`src/rtl/rr_onehot_arb.sv`:
```
// Round-robin arbiter: one-hot grant, binary index and AND-OR payload mux onto one valid/ready port.
// Optional grant lock while downstream stalls: define RR_ARB_LOCK_EN.
module rr_onehot_arb #(
    parameter int unsigned NUM_REQ    = 4,
    parameter int unsigned DATA_WIDTH = 32,
    parameter int unsigned IDX_WIDTH  = (NUM_REQ == 1) ? 1 : $clog2(NUM_REQ)
) (
    input  logic                          clk_i,
    input  logic                          rst_i,
    input  logic                          flush_i,
    input  logic [NUM_REQ-1:0]            req_i,
    input  logic [NUM_REQ*DATA_WIDTH-1:0] data_i,
    output logic [NUM_REQ-1:0]            gnt_o,
    output logic                          valid_o,
    input  logic                          ready_i,
    output logic [DATA_WIDTH-1:0]         data_o,
    output logic [IDX_WIDTH-1:0]          idx_o,
    output logic [NUM_REQ-1:0]            onehot_o
);

    logic [IDX_WIDTH-1:0] prio_q, prio_d;
    logic [NUM_REQ-1:0]   scan_oh;
    logic                 scan_found;
    int unsigned          scan_k;

    // Scan from prio_q upwards; prio_q < NUM_REQ so one subtraction handles the wrap.
    always_comb begin
        scan_oh    = '0;
        scan_found = 1'b0;
        scan_k     = 0;
        for (int unsigned i = 0; i < NUM_REQ; i++) begin
            scan_k = 32'(prio_q) + i;
            if (scan_k >= NUM_REQ) scan_k = scan_k - NUM_REQ;
            if (!scan_found && req_i[scan_k]) begin
                scan_oh[scan_k] = 1'b1;
                scan_found      = 1'b1;
            end
        end
    end

`ifdef RR_ARB_LOCK_EN
    logic               lock_q, lock_d;
    logic [NUM_REQ-1:0] onehot_q, onehot_d;

    assign onehot_o = lock_q ? onehot_q : scan_oh;

    always_comb begin
        lock_d   = lock_q;
        onehot_d = onehot_q;
        if (flush_i) begin
            lock_d = 1'b0;
        end else if (valid_o) begin
            if (ready_i) begin
                lock_d = 1'b0;
            end else begin
                lock_d   = 1'b1;
                onehot_d = onehot_o;
            end
        end
    end

    always_ff @(posedge clk_i or posedge rst_i) begin
        if (rst_i) begin
            lock_q   <= 1'b0;
            onehot_q <= '0;
        end else begin
            lock_q   <= lock_d;
            onehot_q <= onehot_d;
        end
    end
`else
    assign onehot_o = scan_oh;
`endif

    always_comb begin
        idx_o  = '0;
        data_o = '0;
        for (int unsigned k = 0; k < NUM_REQ; k++) begin
            if (onehot_o[k]) begin
                idx_o  = idx_o | IDX_WIDTH'(k);
                data_o = data_o | data_i[k*DATA_WIDTH +: DATA_WIDTH];
            end
        end
    end

    assign valid_o = |onehot_o;
    assign gnt_o   = onehot_o & {NUM_REQ{ready_i}};

    always_comb begin
        prio_d = prio_q;
        if (flush_i) begin
            prio_d = '0;
        end else if (valid_o && ready_i) begin
            if (32'(idx_o) == NUM_REQ - 1) prio_d = '0;
            else                           prio_d = idx_o + IDX_WIDTH'(1);
        end
    end

    always_ff @(posedge clk_i or posedge rst_i) begin
        if (rst_i) prio_q <= '0;
        else       prio_q <= prio_d;
    end

`ifndef FORMAL
    always @(posedge clk_i) begin
        if (!rst_i) begin
            assert ($onehot0(onehot_o)) else $error("onehot_o not onehot0: %b", onehot_o);
            assert (valid_o ? onehot_o[idx_o] : (idx_o == '0))
                else $error("idx_o %0d inconsistent with onehot_o %b", idx_o, onehot_o);
`ifdef RR_ARB_LOCK_EN
            assert (!lock_q || |(onehot_q & req_i))
                else $error("locked requester dropped req_i: %b", onehot_q);
`endif
        end
    end
`endif

endmodule

```
`config.mk`:
```
export PLATFORM = sky130hd
export DESIGN_NAME = rr_onehot_arb
export DESIGN_NICKNAME = d
export VERILOG_FILES = /design/src/rtl/rr_onehot_arb.sv
export SDC_FILE = /design/constraint.sdc
export NUM_CORES = 1
export LEC_CHECK = 0
export CAP_MARGIN = 20
export CORE_MARGIN = 10
export CORE_UTILIZATION = 50
export DETAILED_ROUTE_END_ITERATION = 10
export DONT_BUFFER_PORTS = 1
export GPL_ROUTABILITY_DRIVEN = 0
export PLACE_DENSITY = 0.62
export SLEW_MARGIN = 30
export SYNTH_ARGS = -nofsm -noshare
export SYNTH_HDL_FRONTEND = slang
export SYNTH_SLANG_ARGS = --single-unit
```
`constraint.sdc`:
```
create_clock -name clk_i -period 3.79 [get_ports clk_i]
set_clock_uncertainty 0.2 [all_clocks]
set_input_delay 0.379 -clock clk_i [delete_from_list [all_inputs] [get_ports clk_i]]
set_output_delay 0.379 -clock clk_i [all_outputs]
set_load 0.02 [all_outputs]
```
### After elaboration in Yosys (flattened, before gate mapping)

Index checks and enable logic that the tools add are counted.

| storage, ports and cells | value |
|---|---|
| input port bits | 136 |
| register bits after elaboration | 2 |
| output and inout bits | 43 |
| word-level logic and storage cells | 79 |

| operators by class | value |
|---|---|
| reductions and logical operators | 13 |
| equal/unequal tests | 1 |
| multiplexer cells | 37 |
| $lt $le $gt $ge | 12 |
| bitwise operators | 7 |
| $add $sub $neg | 8 |

Operators with widths:

| cell | count |
|---|---|
| $mux 32 | 8 |
| $ge 32x1->1 const B | 4 |
| $lt 32x3->1 const B | 4 |
| $or 32x32->32 | 3 |
| $mux 4 | 4 |
| $mux 1 | 12 |
| $or 4x4->4 | 3 |
| $sub 3x3->4 const B | 3 |
| $mux 2 | 5 |
| $ge 3x3->1 const B | 3 |
| $bmux 1 s2 | 4 |
| $demux 1 s2 | 4 |
| $logic_and 1x1->1 | 8 |
| $add 2x2->3 const B | 2 |
| $and 4x4->4 | 1 |
| $reduce_or 4->1 | 1 |
| $sub 2x3->4 const B | 1 |
| $add 2x1->3 const B | 1 |
| $ge 2x3->1 const B | 1 |
| $logic_not 1->1 | 3 |
| $add 2x1->2 const B | 1 |
| $eq 2x2->1 const B | 1 |
| $reduce_bool 2->1 | 1 |

### Logic depth before layout (Yosys ltp)

Gate-level depths: netlist (run 1).

| logic depth | value |
|---|---|
| word-level depth | 21 |
| gate-level depth with buffers | 11 |
| depth with buffers taken out | 8 |

### Least setup slack after synthesis (run 1)

Ideal clock, no wire load.

| timing | value |
|---|---|
| path kind | reg2out |
| start | register prio_q[1] |
| end | output valid_o |
| stages on the path, launching flop included | 11 |
| setup slack | 307 ps |
| arrival | 2,904 ps |
| data required time | 3,211 ps |
| path through | dfrtp_1 -> clkbuf_1 -> inv_1 -> ha_1 -> mux4_2 -> nand2_1 -> a21oi_1 -> a221o_1 -> buf_6 -> or2_4 -> or3_1 |

| between the ends | value |
|---|---|
| cells in the longest elaborated chain, start to end | 15 |
| elaborated cells on any way between the ends | 60 |
| classes of those cells | 7 x add/sub; 12 x order compare; 27 x mux; 3 x bitwise; 11 x reduce/logical |

Ends and longest elaborated chain:

| element | line | text |
|---|---|---|
| start: declaration | 21 | `logic [IDX_WIDTH-1:0] prio_q, prio_d;` |
| start signal: assignment | 101 | `else prio_q <= prio_d;` |
| branches (longest 13 deep; another with $ge 32x1->1) | -- |  |
| $mux 4 (*) | 34 | `if (!scan_found && req_i[scan_k]) begin` |
| $reduce_or 4->1 (*) | 86 | `assign valid_o = \|onehot_o;` |
| end: declaration | 14 | `output logic valid_o,` |

Every way passes the cells marked *. The select of a mux whose other input is x is not followed.

### Worst setup path after layout (run 1)

| timing | value |
|---|---|
| start | register prio_q[0] |
| end | output valid_o |

Same word-level chain as after synthesis.

==> run_results.csv, run 1 <==
group,metric,value,unit
sta,fin_crit_sh,96.3,%
sta,rsz0062_at_grt,"false",
logic_synthesis,seq_area_frac_synth,4.07,%
drt,antenna_left,0,
logic_synthesis,async_reset_ff_share,100,%
drt,dr.pass1.iters,5,
place,pre_cts_slack,0.331,ns
logic_synthesis,syn-num-nets,318,
drt,via_count,1540,
sta,hold_viol,0,
logic_synthesis,syn_area,1230,µm²
layout,area_delta_synth_final,5.39,%
setup_path,critical_path_class,"flip-flop to output port",
setup_path,crit_path_max_fanout,23,
grt,gr-total-overflow,0,
cts,clk-insertion-delay-late,0.23,ns
setup_path,arrival,3.07,ns
sta,tns,0,ns
logic_synthesis,yosysWarningCount,0,
grt,grt_max_degree,28,
logic_synthesis,avgSynthCellArea,6.99,µm²
pwr,p_per_area,1660,nW/µm²
drt,vias_per_cell,7.70,
place,portBuffers,0,
floorplanning,dieArea,4840,µm²
min_path,hold_path_class,"input pin to flip-flop",
pwr,ir_drop,0.873,mV
grt,grt_pass1_vias,1507,
place,dp_hpwl,4930,µm
cts,cts_sinks,2,
run_status,outcome,"completed",
cts,cts_buffers,3,
layout,final_cell_mix,"64 x a22oi_1, 38 x nand2_1, 8 x buf_4",
sta,setup_violations,0,
logic_synthesis,ys_seq_elements,2,
sta,finalMaxSlewViolations,0,
floorplanning,start_util,54.0,%
floorplanning,die_x,69.6,µm
sta,setup_ws,0.139,ns
cts,htree_levels,1,
setup_path,cp_slowest_stage_delay,0.59,ns
logic_synthesis,synth-edff-count,0,
layout,top_regs,"prio_q x2",
sta,layout_min_cycle_time,3.65,ns
floorplanning,die_h,69.6,µm
grt,grtUsageTotal,21.2,%
layout,drive_gt1_share,12.8,%
setup_path,startpoint_type,"flip-flop",
floorplanning,io_pins,179,
grt,grt_pass1_wl,8800,µm
cts,clock_path_buffers,2,
min_path,hold_path_depth,1,
layout,num-fill-cells,219,
cts,cts_root_buf,"clkbuf_4",
pwr,leakage,0.568,nW
layout,final_common_cell,"a22oi_1",
setup_path,worstRegToRegCells,9,
setup_path,critPathBufInv,2,
logic_synthesis,synth-main-ff-cell,"dfrtp_1",
setup_path,end_kind,"output port",
layout,nNetsFinal,316,
floorplanning,rows,17,
flow_run,drv_cap,0,
drt,drtIter0Drc,132,
drt,wl_per_cell,29.0,µm
layout,largest_register,"prio_q",
sta,tightest_slew,0.435,ns
setup_path,path_cells,"inv_1 > ha_1 > mux4_2 > nand2_1 > o21ai_0 > a221o_1 > buf_4 > or2_4 > or3_4",
cts,cts_tree,"yes",
sta,whs,0.0277,ns
setup_path,cpLargestDelayFamily,"simple AND/OR/NAND/NOR gates",
logic_synthesis,syn-instance-count,176,
logic_synthesis,synthDistinctLibCells,36,
setup_path,worst_ep_required_time,3.21,ns
grt,antenna_found_initial,0,
cts,clkTransAtPathRegs,0.03,ns
cts,post_cts_buffers,0,
setup_path,crit_slowest_cell,"mux4_2",
sta,relSlewSlack,71.0,%
sta,max_freq,0.274,GHz
layout,largest_register_ff_count,2,
layout,diodes,0,
drt,drc,0,
setup_path,crit_cells,9,
floorplanning,core-area,2280,µm²
drt,wl,5790,µm
## through the flow
stage	utilization [%]	instances	instance area (µm²)	total power, mW
after floorplan	-	176	1230	1.78
after global placement	55.3	196	1260	2.06
after detailed placement	55.3	196	1260	2.10
after CTS	56.7	200	1290	2.15
after global routing	57.0	200	1300	2.33
final	57.0	200	1300	2.15
## power by group
group | internal, mW | switching (mW) | leakage, nW
Clock | 0.0350 | 0.0131 | 0.0138
Combinational | 0.608 | 1.46 | 0.528
Sequential | 0.0315 | 0.00553 | 0.0267
Total | 0.674 | 1.48 | 0.568
## per-layer routing
metal	global-route usage, %	wire length (µm)	part of all wire [%]
met5	0	0	0
met4	3.55	45	0.78
met3	6.28	642	11
met2	39.2	3130	54
met1	23.2	1970	34
## synthesized netlist by cell type (2+ instances only)
master	count	area share (%)
and2_1	4	2.0
a21oi_1	3	1.2
dfrtp_1	2	4.1
inv_1	3	0.92
a211o_1	2	1.4
nor3b_1	2	1.2
o21ai_0	3	1.2
buf_4	2	1.2
mux4_2	3	5.5
buf_2	13	5.3
ha_1	6	6.1
a22oi_1	64	39
nand2_1	38	12
nor3_1	2	0.81
nand3b_1	4	2.4
buf_6	2	1.8
a221o_1	2	1.6
nor2_1	3	0.92
## cell families after synthesis
family,share of synthesized area [%]
fa+ha+maj,6.10
buf+inv,9.56
simple gates,25.6
mux,5.49
flops,4.07
compound gates,48.4
xor+xnor,0.712
## repair_timing
action	CTS	global route
endpoints found under the setup margin	0	1
hold endpoints to repair	2	0
hold buffers	1	0
gates resized for setup	0	1
## final timing paths
path / endpoint / slack [ns] / from
worst max-delay path: valid_o / 0.14 / prio_q[0]$_DFFE_PP0P_
worst min-delay path: prio_q[0]$_DFFE_PP0P_ / 0.03 / flush_i
worst max register to register: prio_q[1]$_DFFE_PP0P_ / 0.60 / prio_q[0]$_DFFE_PP0P_
worst min register to register: prio_q[0]$_DFFE_PP0P_ / 0.47 / prio_q[0]$_DFFE_PP0P_
max in group asynchronous: prio_q[0]$_DFFE_PP0P_ / 3.03 / rst_i
min in group asynchronous: prio_q[1]$_DFFE_PP0P_ / 0.25 / rst_i
## worst register-to-register path: stages, from the launching register on
cell and delay, ns:
dfrtp_1 0.37, inv_1 0.15, ha_1 0.31, or3b_2 0.48
a2111o_1 0.42, nand3_2 0.12, a221o_2 0.39, buf_12 0.22
xor2_1 0.09, a211o_1 0.30
## area by class of cell
class,count,area [µm²],area share (%)
multi-input combinational,153,1070,82.3
sequential,2,50.0,3.86
tap,28,35.0,2.70
timing repair buffer,11,110,8.49
inverter,3,11.3,0.869
clock buffer,3,22.5,1.74
No activity file was read; power rests on OpenSTA's default activity.
==> inputs of run 2 (changes only) <==
Settings changed: ABC_AREA set to 1, CORE_ASPECT_RATIO set to 2, CTS_BUF_LIST set to sky130_fd_sc_hd__clkbuf_4.
==> run_results.csv, run 2 <==
group,metric,value,unit
logic_synthesis,synth_most_common_cell,"nand2_1",
drt,wl,6400,µm
setup_path,path_cells,"inv_4 > ha_1 > inv_1 > nand3_1 > nand2_1 > nand3_1 > nand2_1 > inv_1 > nand3_2 > nand2_1 > nand4_1",
logic_synthesis,syn_area,1410,µm²
grt,grt_pass1_wl,8860,µm
logic_synthesis,yosys.area.top_type,"nand2_1",
sta,rsz0062_at_grt,"false",
drt,drc,0,
layout,diodes,0,
cts,clock_path_buffers,2,
cts,clk-insertion-delay-late,0.23,ns
setup_path,crit_path_max_fanout,35,
floorplanning,start_util,51.6,%
pwr,p_per_area,1190,nW/µm²
floorplanning,die_h,95.2,µm
cts,clkTransAtPathRegs,0.03,ns
run_status,outcome,"completed",
floorplanning,core-area,2740,µm²
sta,hold_viol,0,
setup_path,crit_path_frequent_cell,"nand2_1",
setup_path,critPathLaunch,"prio_q[0]$_DFFE_PP0P_",
layout,utilization,52.1,%
drt,via_count,1842,
logic_synthesis,synth.area.top_cells,"nand2_1 42%, nand4_1 15%, nand3_1 6.7%",
layout,area_delta_synth_final,0.886,%
cts,post_cts_buffers,0,
logic_synthesis,seq_area_frac_synth,3.54,%
setup_path,startpoint_type,"flip-flop",
logic_synthesis,syn-instance-count,280,
cts,cts_tree,"yes",
layout,largest_register,"prio_q",
setup_path,worst_ep_required_time,3.21,ns
logic_synthesis,synthDistinctLibCells,17,
logic_synthesis,avgSynthCellArea,5.05,µm²
logic_synthesis,synth-main-ff-cell,"dfrtp_1",
floorplanning,io_pins,179,
setup_path,critPathBufInv,3,
cts,cts_hold_buf,1,
grt,grt_max_degree,36,
layout,largest_register_ff_count,2,
layout,nNetsFinal,417,
sta,relSlewSlack,53.9,%
layout,num-fill-cells,285,
pwr,leakage,0.709,nW
sta,max_freq,0.290,GHz
sta,setup_violations,0,
logic_synthesis,ys_seq_elements,2,
logic_synthesis,async_reset_ff_share,100,%
setup_path,crit_cells,11,
setup_path,critical_path_class,"flip-flop to output port",
sta,tightest_slew,0.690,ns
cts,cts_buffers,3,
sta,layout_min_cycle_time,3.45,ns
drt,dr.pass1.iters,5,
place,portBuffers,0,
logic_synthesis,syn-num-nets,422,
logic_synthesis,synth-edff-count,0,
floorplanning,rows,27,
layout,regArea,50.0,µm²
min_path,hold_path_class,"input pin to flip-flop",
place,dp_hpwl,5530,µm
setup_path,worstRegToRegCells,15,
layout,drive_gt1_share,9.89,%
grt,grt_pass1_vias,1694,
layout,final_cell_mix,"158 x nand2_1, 33 x nand4_1, 19 x nand3_1",
drt,drtIter0Drc,75,
sta,finalMaxSlewViolations,0,
setup_path,crit_end,"data_o[8]",
cts,cts_sinks,2,
pwr,ir_drop,0.503,mV
cts,htree_levels,1,
logic_synthesis,yosysWarningCount,0,
setup_path,arrival,2.87,ns
setup_path,reg2reg_slack,0.66,ns
flow_run,drv_cap,0,
logic_synthesis,synth_top_area_share,42.0,%
floorplanning,die_x,57.6,µm
cts,cts_root_buf,"clkbuf_4",
setup_path,r2r_end,"prio_q[1]$_DFFE_PP0P_",
grt,gr-total-overflow,0,
sta,fin_crit_sh,91.1,%
sta,tns,0,ns
setup_path,end_kind,"output port",
layout,multi_input_area,1210,µm²
drt,wl_per_cell,21.2,µm
floorplanning,dieArea,5480,µm²
logic_synthesis,yosys-top-cells-count,"158 x nand2_1, 33 x nand4_1, 19 x nand3_1",
layout,final_common_cell,"nand2_1",
setup_path,cp_slowest_stage_delay,0.56,ns
setup_path,cpLargestDelayFamily,"simple AND/OR/NAND/NOR gates",
drt,vias_per_cell,6.10,
setup_path,crit_slowest_cell,"dfrtp_1",
setup_path,rr_startpoint,"prio_q[0]$_DFFE_PP0P_",
cts,cts_resized,0,
layout,top_regs,"prio_q x2",
drt,antenna_left,0,
grt,grtUsageTotal,19.6,%
grt,antenna_found_initial,0,
==> run 2: final cells by class <==
type                       instances  area share [%]
multi-input combinational        244            84.9
inverter                          21            5.71
sequential                         2            3.51
tap                               29            2.55
timing repair buffer               3            1.76
clock buffer                       3            1.58
==> run 2: metal layers <==
layer	track usage (%)	up-vias	wire length [µm]
li1	-	899	-
met1	18.6	813	1940
met2	36.4	124	3460
met3	9.05	6	927
met4	5.12	0	69
met5	0	-	0
==> run 2: stage by stage <==
step | hold WS, ns | area (µm²) | total power [mW] | instances | setup WS (ns)
after floorplan | -0.0798 | 1410 | 1.43 | 280 | 1.15
after global placement | -0.0698 | 1390 | 1.64 | 298 | 0.685
after detailed placement | -0.0720 | 1390 | 1.65 | 298 | 0.581
after CTS | 0.117 | 1430 | 1.71 | 302 | 0.333
after global routing | 0.116 | 1430 | 1.84 | 302 | 0.0662
final | 0.119 | 1430 | 1.69 | 302 | 0.336
==> run 2: kinds of logic after synthesis <==
logic type	share of synthesized area, %
flip-flops	3.54
adder cells (fa/ha/maj)	5.31
AO/OA/AOI/OAI	0.443
buffers and inverters	10.8
AND/OR/NAND/NOR	79.9
==> run 2: how the worst min path moves through the flow <==
stage,from,end,slack [ns],depth (start not counted)
CTS,ready_i,prio_q[0]$_DFFE_PP0P_,0.12,2
detailed placement,rst_i,prio_q[1]$_DFFE_PP0P_,-0.07,1
floorplan,rst_i,prio_q[0]$_DFFE_PP0P_,-0.08,1
finish,ready_i,prio_q[0]$_DFFE_PP0P_,0.12,2
global route,ready_i,prio_q[0]$_DFFE_PP0P_,0.12,2
global placement,rst_i,prio_q[1]$_DFFE_PP0P_,-0.07,1
==> run 2: where the power goes <==
part	switching, mW	internal (mW)
combinational	1.26	0.338
clock	0.0139	0.0351
sequential	0.0197	0.0282
